==> config.mk <==
export PLATFORM = sky130hd
export DESIGN_NAME = spi_sram_sequencer
export DESIGN_NICKNAME = d
export VERILOG_FILES = /design/src/rtl/spi_sram_pkg.sv /design/src/rtl/spi_sync_edge.sv /design/src/rtl/spi_sram_sequencer.sv
export SDC_FILE = /design/constraint.sdc
export NUM_CORES = 1
export LEC_CHECK = 0
export CAP_MARGIN = 10
export CORE_ASPECT_RATIO = 1.25
export CORE_MARGIN = 2
export CORE_UTILIZATION = 35
export CTS_CLUSTER_SIZE = 16
export DETAILED_ROUTE_END_ITERATION = 12
export GPL_TIMING_DRIVEN = 0
export MAX_ROUTING_LAYER = met4
export PLACE_DENSITY_LB_ADDON = 0.3
export SLEW_MARGIN = 25
export SYNTH_ARGS = -nofsm -noshare
export SYNTH_HDL_FRONTEND = slang
export SYNTH_SLANG_ARGS = --single-unit
==> constraint.sdc <==
create_clock -name clk -period 5.25 [get_ports clk]
set_clock_uncertainty 0.05 [all_clocks]
set_input_delay 1.05 -clock clk [delete_from_list [all_inputs] [get_ports clk]]
set_output_delay 1.05 -clock clk [all_outputs]
set_load 0.05 [all_outputs]
==> src/rtl/spi_sram_pkg.sv <==
//==========================================================================
// Package : spi_sram_pkg
// Brief   : Phase codes shared by the SPI-to-SRAM sequencer and controller.
// Rev     : 1.0  initial release
//==========================================================================
`default_nettype none

package spi_sram_pkg;

   localparam int PHASE_W = 5;

   typedef logic [PHASE_W-1:0] phase_t;

   localparam phase_t IDLE       = 5'd0;
   localparam phase_t ADDR1      = 5'd1;
   localparam phase_t ADDR2      = 5'd2;
   localparam phase_t ADDR3      = 5'd3;
   localparam phase_t ADDR4      = 5'd4;
   localparam phase_t ADDR5      = 5'd5;
   localparam phase_t ADDR6      = 5'd6;
   localparam phase_t ADDR7      = 5'd7;
   localparam phase_t ADDR_DONE  = 5'd8;
   localparam phase_t CMD_LOAD   = 5'd9;
   localparam phase_t RX_START   = 5'd10;
   localparam phase_t TX_LOAD    = 5'd11;
   localparam phase_t DATA0      = 5'd12;
   localparam phase_t DATA1      = 5'd13;
   localparam phase_t DATA2      = 5'd14;
   localparam phase_t DATA3      = 5'd15;
   localparam phase_t DATA4      = 5'd16;
   localparam phase_t DATA5      = 5'd17;
   localparam phase_t RX_VALID   = 5'd18;
   localparam phase_t TX_LAST    = 5'd19;
   localparam phase_t TX_CLR     = 5'd20;
   localparam phase_t LAST_PHASE = TX_CLR;

   // Phases that advance on their own after one clk, regardless of sclk.
   function automatic logic is_auto_phase(input phase_t p);
      return (p == ADDR_DONE) || (p == CMD_LOAD) || (p == RX_VALID);
   endfunction

endpackage

`default_nettype wire

==> src/rtl/spi_sync_edge.sv <==
//==========================================================================
// Module : spi_sync_edge
// Brief  : Multi-stage synchroniser with a registered rise/fall detector.
// Rev    : 1.0  initial release
//==========================================================================
`default_nettype none

module spi_sync_edge #(
   parameter int   SYNC_STAGES = 2,
   parameter logic RESET_VAL   = 1'b0
) (
   input  logic clk,
   input  logic rst_n,
   input  logic i_din,
   output logic o_level,
   output logic o_rise,
   output logic o_fall
);

   logic [SYNC_STAGES-1:0] r_sync;
   logic                   r_prev;

   always_ff @(posedge clk or negedge rst_n) begin
      if (!rst_n) begin
         r_sync <= {SYNC_STAGES{RESET_VAL}};
         r_prev <= RESET_VAL;
      end else begin
         r_sync <= {r_sync[SYNC_STAGES-2:0], i_din};
         r_prev <= r_sync[SYNC_STAGES-1];
      end
   end

   // Edges are decoded purely from flops, so no input reaches the outputs combinationally.
   assign o_level = r_sync[SYNC_STAGES-1];
   assign o_rise  =  r_sync[SYNC_STAGES-1] & ~r_prev;
   assign o_fall  = ~r_sync[SYNC_STAGES-1] &  r_prev;

endmodule

`default_nettype wire

==> src/rtl/spi_sram_sequencer.sv <==
//==========================================================================
// Module : spi_sram_sequencer
// Brief  : Steps the 21-phase SPI/SRAM frame code and issues the bit strobe.
// Rev    : 1.0  initial release
//==========================================================================
`default_nettype none

module spi_sram_sequencer
   import spi_sram_pkg::*;
#(
   parameter int   SYNC_STAGES = 2,
   parameter logic CPOL        = 1'b0
) (
   input  logic               clk,
   input  logic               rst_n,
   input  logic               sclk,
   input  logic               cs_n,
   output logic [PHASE_W-1:0] phase,
   output logic               cout,
   output logic               busy,
   output logic               abort
);

   logic   w_sclk_level, w_sclk_rise, w_sclk_fall;
   logic   w_cs_level, w_cs_rise, w_cs_fall;
   logic   w_sclk_edge, w_active, w_unused;
   phase_t w_next;

   phase_t r_phase;
   logic   r_cout, r_busy, r_abort, r_cs_fall;

   spi_sync_edge #(.SYNC_STAGES(SYNC_STAGES), .RESET_VAL(CPOL)) u_sclk_sync (
      .clk     (clk),
      .rst_n   (rst_n),
      .i_din   (sclk),
      .o_level (w_sclk_level),
      .o_rise  (w_sclk_rise),
      .o_fall  (w_sclk_fall)
   );

   spi_sync_edge #(.SYNC_STAGES(SYNC_STAGES), .RESET_VAL(1'b1)) u_cs_sync (
      .clk     (clk),
      .rst_n   (rst_n),
      .i_din   (cs_n),
      .o_level (w_cs_level),
      .o_rise  (w_cs_rise),
      .o_fall  (w_cs_fall)
   );

   assign w_unused    = &{1'b0, w_sclk_level, w_cs_rise};
   assign w_sclk_edge = CPOL ? w_sclk_fall : w_sclk_rise;
   assign w_active    = (r_phase != IDLE);

   // Deselect outranks every advance; out-of-range codes fall back to IDLE.
   always_comb begin
      w_next = r_phase;
      if (r_phase > LAST_PHASE) begin
         w_next = IDLE;
      end else if (w_active && w_cs_level) begin
         w_next = IDLE;
      end else if (r_phase == IDLE) begin
         if (r_cs_fall) w_next = ADDR1;
      end else if (r_phase == TX_CLR) begin
         w_next = IDLE;
      end else if (is_auto_phase(r_phase)) begin
         w_next = r_phase + 5'd1;
      end else if (r_cout) begin
         w_next = r_phase + 5'd1;
      end
   end

   always_ff @(posedge clk or negedge rst_n) begin
      if (!rst_n) begin
         r_phase   <= IDLE;
         r_cout    <= 1'b0;
         r_busy    <= 1'b0;
         r_abort   <= 1'b0;
         r_cs_fall <= 1'b0;
      end else begin
         r_phase   <= w_next;
         r_cout    <= w_sclk_edge & w_active;
         r_busy    <= (w_next != IDLE);
         r_abort   <= w_cs_level & w_active & (r_phase != TX_CLR);
         r_cs_fall <= w_cs_fall;
      end
   end

   assign phase = r_phase;
   assign cout  = r_cout;
   assign busy  = r_busy;
   assign abort = r_abort;

endmodule

`default_nettype wire

==> results of run 1 <==
-- metrics by stage --
step	area [µm²]	power (W)	worst slack, ns
final	916	0.000422	2.53
after global routing	916	0.000454	2.44
after CTS	916	0.000426	2.53
after detailed placement	890	0.000363	2.84
after global placement	890	0.000359	2.84
after floorplan	754	0.000303	2.81
-- final timing paths --
check / start / endpoint / slack (ns)
min reg2reg: u_sclk_sync.r_sync[0] / u_sclk_sync.r_sync[1] / 0.30
max reg2reg: phase[0] / busy / 2.84
min: u_sclk_sync.r_sync[0] / u_sclk_sync.r_sync[1] / 0.30
max in group asynchronous: rst_n / busy / 3.63
max: phase[0] / phase[0] / 2.53
min in group asynchronous: rst_n / phase[4] / 1.11
-- cells in the final DEF, fill, tap and decap left out, drive strengths merged, types with 3 or more instances in the layout --
| cell | synthesis | layout |
|---|---|---|
| a21oi | 6 | 6 |
| clkbuf | 1 | 5 |
| clkdlybuf4s50 | 0 | 11 |
| dfrtp | 12 | 12 |
| dfstp | 3 | 3 |
| ha | 4 | 4 |
| inv | 5 | 5 |
| nor2 | 8 | 8 |
-- synth_stat cells, types with 2 or more instances --
library cell and n:
dfstp_2 3, o21ai_0 2, nor2b_1 2, ha_1 4, dfrtp_1 12, nand3_1 2
nor2_1 8, a21oi_1 6, inv_1 5, or3_1 2, xor2_1 2, o211ai_1 2
nand2b_1 2
-- layout make-up --
class,count,area [µm²]
fillers,183,1090
multi-input cells,46,337
flip-flops and latches,15,379
well taps,20,25.0
inverters,5,18.8
plain buffers,3,20.0
clock buffers,4,26.3
repair buffers,11,110
-- power by group through the flow --
stage,clock network [W],logic [W],registers (W)
floorplan,0,0.0000921,0.000210
global placement,0,0.000201,0.000158
detailed placement,0,0.000204,0.000158
CTS,0.0000646,0.000205,0.000156
global route,0.0000727,0.000222,0.000159
finish,0.0000609,0.000205,0.000156
-- flip-flops by register name, indices dropped and copies added, names as in the netlist --
signal / flops
r_cs_fall: 1
u_cs_sync.r_prev: 1
cout: 1
u_sclk_sync.r_prev: 1
phase: 5
u_cs_sync.r_sync: 2
u_sclk_sync.r_sync: 2
busy: 1
abort: 1
-- cells by family after synthesis --
family,share of synthesized area
multiplexers,0.0149
AND/OR/NAND/NOR,0.181
flip-flops,0.502
AO/OA/AOI/OAI,0.161
buffers and inverters,0.0514
adder cells (fa/ha/maj),0.0663
XOR/XNOR,0.0232
-- per-layer routing --
metal / track usage / vias up / part of all wire
met4: 0.0630 / 0 / 0.0097
li1: - / 273 / -
met3: 0.0195 / 2 / 0.025
met1: 0.161 / 272 / 0.45
met5: - / - / 0
met2: 0.201 / 9 / 0.51
==> qor.csv, run 1 <==
stage,metric,value,unit
detailed_routing,# DRC,0,
place,Post-Place Cells,100,
yosys,Yosys reg bits,15,
cells_and_area,Util after Layout,0.457,
floorplan,# IOs,12,
power,Pwr Density,461,nW/µm²
yosys,Synth top area share,0.398,
global_route,largest net degree at the start of global routing,16,
sta,Min Hold Slack,0.304,ns
setup_path,Crit. End Element,output port,
yosys,Post-Syn Area,754,µm²
cts,Root Driver,clkbuf_4,
cts,CTS tree,built,
yosys,Post-synth EDFFs,0,
hold_path,Hold/Removal Path Class,register to register,
cts,Post-CTS Setup Repair Bufs,0,
yosys,share of synthesized registers carrying an async set or reset,1.00,
power,Sw Pwr,0.000179,W
floorplan,Die Y,55.9,µm
cells_and_area,Finished Layout Cells,104,
sta,Final Hold Fails,0,
hold_path,Hold Path Stages,0,
global_route,vias in the first global route,546,
place,count of input and output buffers,11,
cts,H-tree lvl count,1,
floorplan,Die X-Extent,45.5,µm
cells_and_area,Final nets,93,
detailed_routing,drt total wl,1340,µm
sta,Peak Freq,368,MHz
global_route,first-pass GRT wire length,2350,µm
sta,Tcrit/Tclk final,0.517,
setup_path,Crit path max-delay family,buffers and inverters,
yosys,synth top area cells,"dfrtp_1, dfstp_2, ha_1",
global_route,GRT overflow,0,
power,Pint,0.000243,W
detailed_routing,via count,556,
setup_path,CP Launch Type,register,
detailed_routing,post-DR vias/cell,5.35,
setup_path,Critical Path AT,1.62,ns
cts,cts bufs inserted,3,
cells_and_area,n_diodes,0,
cts,# hold bufs at CTS,0,
sta,actual slew at the worst max-slew pin,0.627,ns
cts,Sink Count,15,
global_route,initial antenna violation count,0,
detailed_routing,Final ANT Viol Nets,0,
yosys,sequential share of the synthesized area,0.502,
cells_and_area,P&R area growth vs syn,21.4,%
place,hpwl dp,1020,µm
floorplan,Site Rows,18,
setup_path,FF-to-FF path depth,7,
power,leak pwr,0.383,nW
cts,CTS clock-pin slew for the worst setup and hold paths,0.08,ns
floorplan,full die area,2550,µm²
yosys,synth unique cells,30,
cts,worst skew pair latency,0.27,ns
detailed_routing,drt pass-1 iters,4,
setup_path,cell count along the critical path,1,
floorplan,Core Region,2000,µm²
sta,Setup TNS,0,ns
floorplan,initial core utilization,0.376,
cts,CTS Buffer Depth,2,
sta,slew margin rel.,0.581,
setup_path,WS Path Type,register to output port,
detailed_routing,wire per inst,12.9,µm
cts,post-CTS sizing,0,
power,VDD IR max,0.232,mV
sta,Final Max Tran Viols,0,
setup_path,Critical path buffers and inverters,1,
outcome,status,"finished, final reports clean",
setup_path,crit-path cells,clkdlybuf4s50_1,
power,sw frac,0.424,
place,Final Wtd Congestion,0.747,
flow_run,max-cap violations,0,
yosys,synthesized net count,77,
setup_path,CP required,4.15,ns
yosys,Post-synth top flop,dfrtp_1,
yosys,Synth area leader,dfrtp_1,
power,Sequential Power Share,0.370,
global_route,GRT Util Overall,0.130,
sta,fin crit period,2.72,ns
yosys,Syn Area/Cell,10.9,µm²
cells_and_area,share of cells above drive strength 1,0.131,
sta,RSZ-0062 raised after global routing,no,
setup_path,CP max stage delay,0.86,ns
power,Clock power frac,0.144,
yosys,Post-Synthesis Cells,69,
yosys,Synth warnings,0,
power,Logic pwr share,0.485,
sta,Setup Viol. Count Final,0,
detailed_routing,DRT iter0 DRCs,12,
setup_path,Critical Path Fanout Max,8,
setup_path,slowest library cell on the worst path,clkdlybuf4s50_1,
Power figures use the tool's default switching activity.
==> run 2, diff against run 1 <==
clock period = 2.3 ns   (was 5.25 ns; I/O delays follow)
==> run 2 against run 1 <==
Effect of this change:
- worst hold slack improved by 0.0023 ns
- routed wire length up 5.0%
- highest routed layer unchanged
- clock power rose by 140%
- sequential power grew 120%
- critical path depth grew 6
- sequential cell count did not move
- via count increased by 5.9%
- sequential share of layout area decreased by 0.67 points
- core utilization rose by 1.1 points
==> qor.csv, run 2 (synthesis gave the netlist of run 1 again) <==
stage,metric,value,unit
cells_and_area,n_diodes,0,
sta,Peak Freq,444,MHz
detailed_routing,DRT iter0 DRCs,10,
sta,Setup Viol. Count Final,0,
place,count of input and output buffers,11,
power,leak pwr,0.391,nW
sta,Tcrit/Tclk final,0.979,
place,area post-placement,892,µm²
detailed_routing,wire per inst,13.3,µm
cells_and_area,"leading cell type in the layout, fill and taps excluded",clkdlybuf4s50_1,
floorplan,Die X-Extent,45.5,µm
power,sw frac,0.421,
global_route,GRT overflow,0,
global_route,GRT Util Overall,0.132,
setup_path,WS Path Type,register to register,
setup_path,CP Launch Type,register,
power,Sequential Power Share,0.341,
cells_and_area,"commonest cells after routing, fill and taps aside","clkdlybuf4s50_1, dfrtp_1, nor2_1",
cts,H-tree lvl count,1,
global_route,initial antenna violation count,0,
cts,CTS Buffer Depth,2,
place,hpwl dp,1020,µm
cts,cts bufs inserted,3,
sta,slew margin rel.,0.575,
cells_and_area,max reg flops,5,
detailed_routing,post-DR vias/cell,5.56,
sta,actual slew at the worst max-slew pin,0.636,ns
setup_path,Critical Path AT,2.37,ns
sta,RSZ-0062 raised after global routing,no,
cells_and_area,P&R area growth vs syn,24.2,%
cts,Root Driver,clkbuf_4,
global_route,first-pass GRT wire length,2400,µm
sta,fin crit period,2.25,ns
detailed_routing,drt pass-1 iters,4,
floorplan,Core Region,2000,µm²
sta,Final Hold Fails,0,
global_route,vias in the first global route,576,
cts,# hold bufs at CTS,0,
detailed_routing,drt total wl,1410,µm
cells_and_area,post-route cell area,937,µm²
power,Pint,0.000582,W
setup_path,CP required,2.42,ns
outcome,status,"finished, final reports clean",
setup_path,Crit. End Element,register,
cts,Sink Count,15,
cts,CTS clock-pin slew for the worst setup and hold paths,0.09,ns
power,VDD IR max,0.429,mV
hold_path,Hold/Removal Path Class,register to register,
power,Logic pwr share,0.515,
sta,Min Hold Slack,0.307,ns
detailed_routing,via count,589,
place,Final Wtd Congestion,0.799,
cells_and_area,Final nets,95,
detailed_routing,Final ANT Viol Nets,0,
floorplan,Site Rows,18,
floorplan,# IOs,12,
detailed_routing,# DRC,0,
floorplan,initial core utilization,0.376,
floorplan,full die area,2550,µm²
cells_and_area,Util after Layout,0.468,
power,Clock power frac,0.144,
cts,worst skew pair latency,0.28,ns
flow_run,max-cap violations,0,
floorplan,Die Y,55.9,µm
cells_and_area,share of cells above drive strength 1,0.221,
global_route,largest net degree at the start of global routing,16,
cts,CTS tree,built,
power,Pwr Density,1070,nW/µm²
power,Sw Pwr,0.000424,W
sta,Final Max Tran Viols,0,
setup_path,Critical Path Fanout Max,5,
## run 2: changes by cell type in the layout (fill, tap and decap cells not counted)
| cell | previous run | this run |
|---|---|---|
| ha_2 | 0 | 1 |
| dfrtp_1 | 12 | 10 |
| clkinv_2 | 0 | 1 |
| inv_1 | 5 | 3 |
| dfrtp_2 | 0 | 2 |
| buf_4 | 0 | 2 |
| clkbuf_1 | 2 | 1 |
| ha_1 | 4 | 3 |
| inv_2 | 0 | 2 |
## run 2: area by class of cell
class	count	area, µm²
Clock inverter	1	5.00
Inverter	5	18.8
Timing Repair Buffer	13	125
Clock buffer	3	22.5
Tap cell	20	25.0
Buffer	3	20.0
Sequential cell	15	382
Multi-Input combinational cell	46	339
Fill cell	196	1070
## run 2: repair_timing
item / in CTS / in global routing
hold endpoints to repair: 0 / 0
gates cloned: 0 / 0
resized for setup: 1 / 0
setup buffers: 1 / 1
setup endpoints to repair: 1 / 1
## run 2: metal layers
metal / vias to the layer above / routed length [µm] / global-route usage
met5: - / 0 / -
met4: 0 / 24 / 0.0840
met3: 4 / 34 / 0.0260
met2: 8 / 759 / 0.203
met1: 299 / 591 / 0.151
li1: 278 / - / -
## run 2: per-stage QoR
stage / power [W] / std cells / setup TNS (ns) / worst slack, ns
final: 0.00101 / 106 / 0 / 0.0472
after detailed placement: 0.000838 / 100 / -0.0191 / -0.0191
after floorplan: 0.000699 / 69 / 0 / 0.0189
after global routing: 0.00107 / 106 / 0 / 0.00913
after global placement: 0.000828 / 100 / 0 / 0.00884
after CTS: 0.00101 / 105 / 0 / 0.0101
## run 2: worst max-delay path, stage by stage, from the launching register on
cell	delay [ns]
dfrtp_2	0.43
inv_2	0.07
ha_2	0.21
or4b_4	0.51
or3_1	0.33
o31ai_1	0.07
a311oi_1	0.09
or3_1	0.38
## run 2: power groups by stage
stage               clock, W  combinational [W]  sequential [W]
detailed placement         0           0.000471        0.000367
CTS                 0.000152           0.000505        0.000348
finish              0.000145           0.000518        0.000343
global placement           0           0.000462        0.000365
floorplan                  0           0.000211        0.000487
global route        0.000166           0.000561        0.000347
## run 2: final timing paths
kind                                  startpoint                     to  slack [ns]  cells after the start
setup / recovery                        phase[1]                   busy        0.05                      7
hold / removal             u_sclk_sync.r_sync[0]  u_sclk_sync.r_sync[1]        0.31                      0
setup reg to reg                        phase[1]                   busy        0.05                      7
hold reg to reg            u_sclk_sync.r_sync[0]  u_sclk_sync.r_sync[1]        0.31                      0
max in group asynchronous                  rst_n               phase[0]        1.24                      1
min in group asynchronous                  rst_n              r_cs_fall        0.52                      1
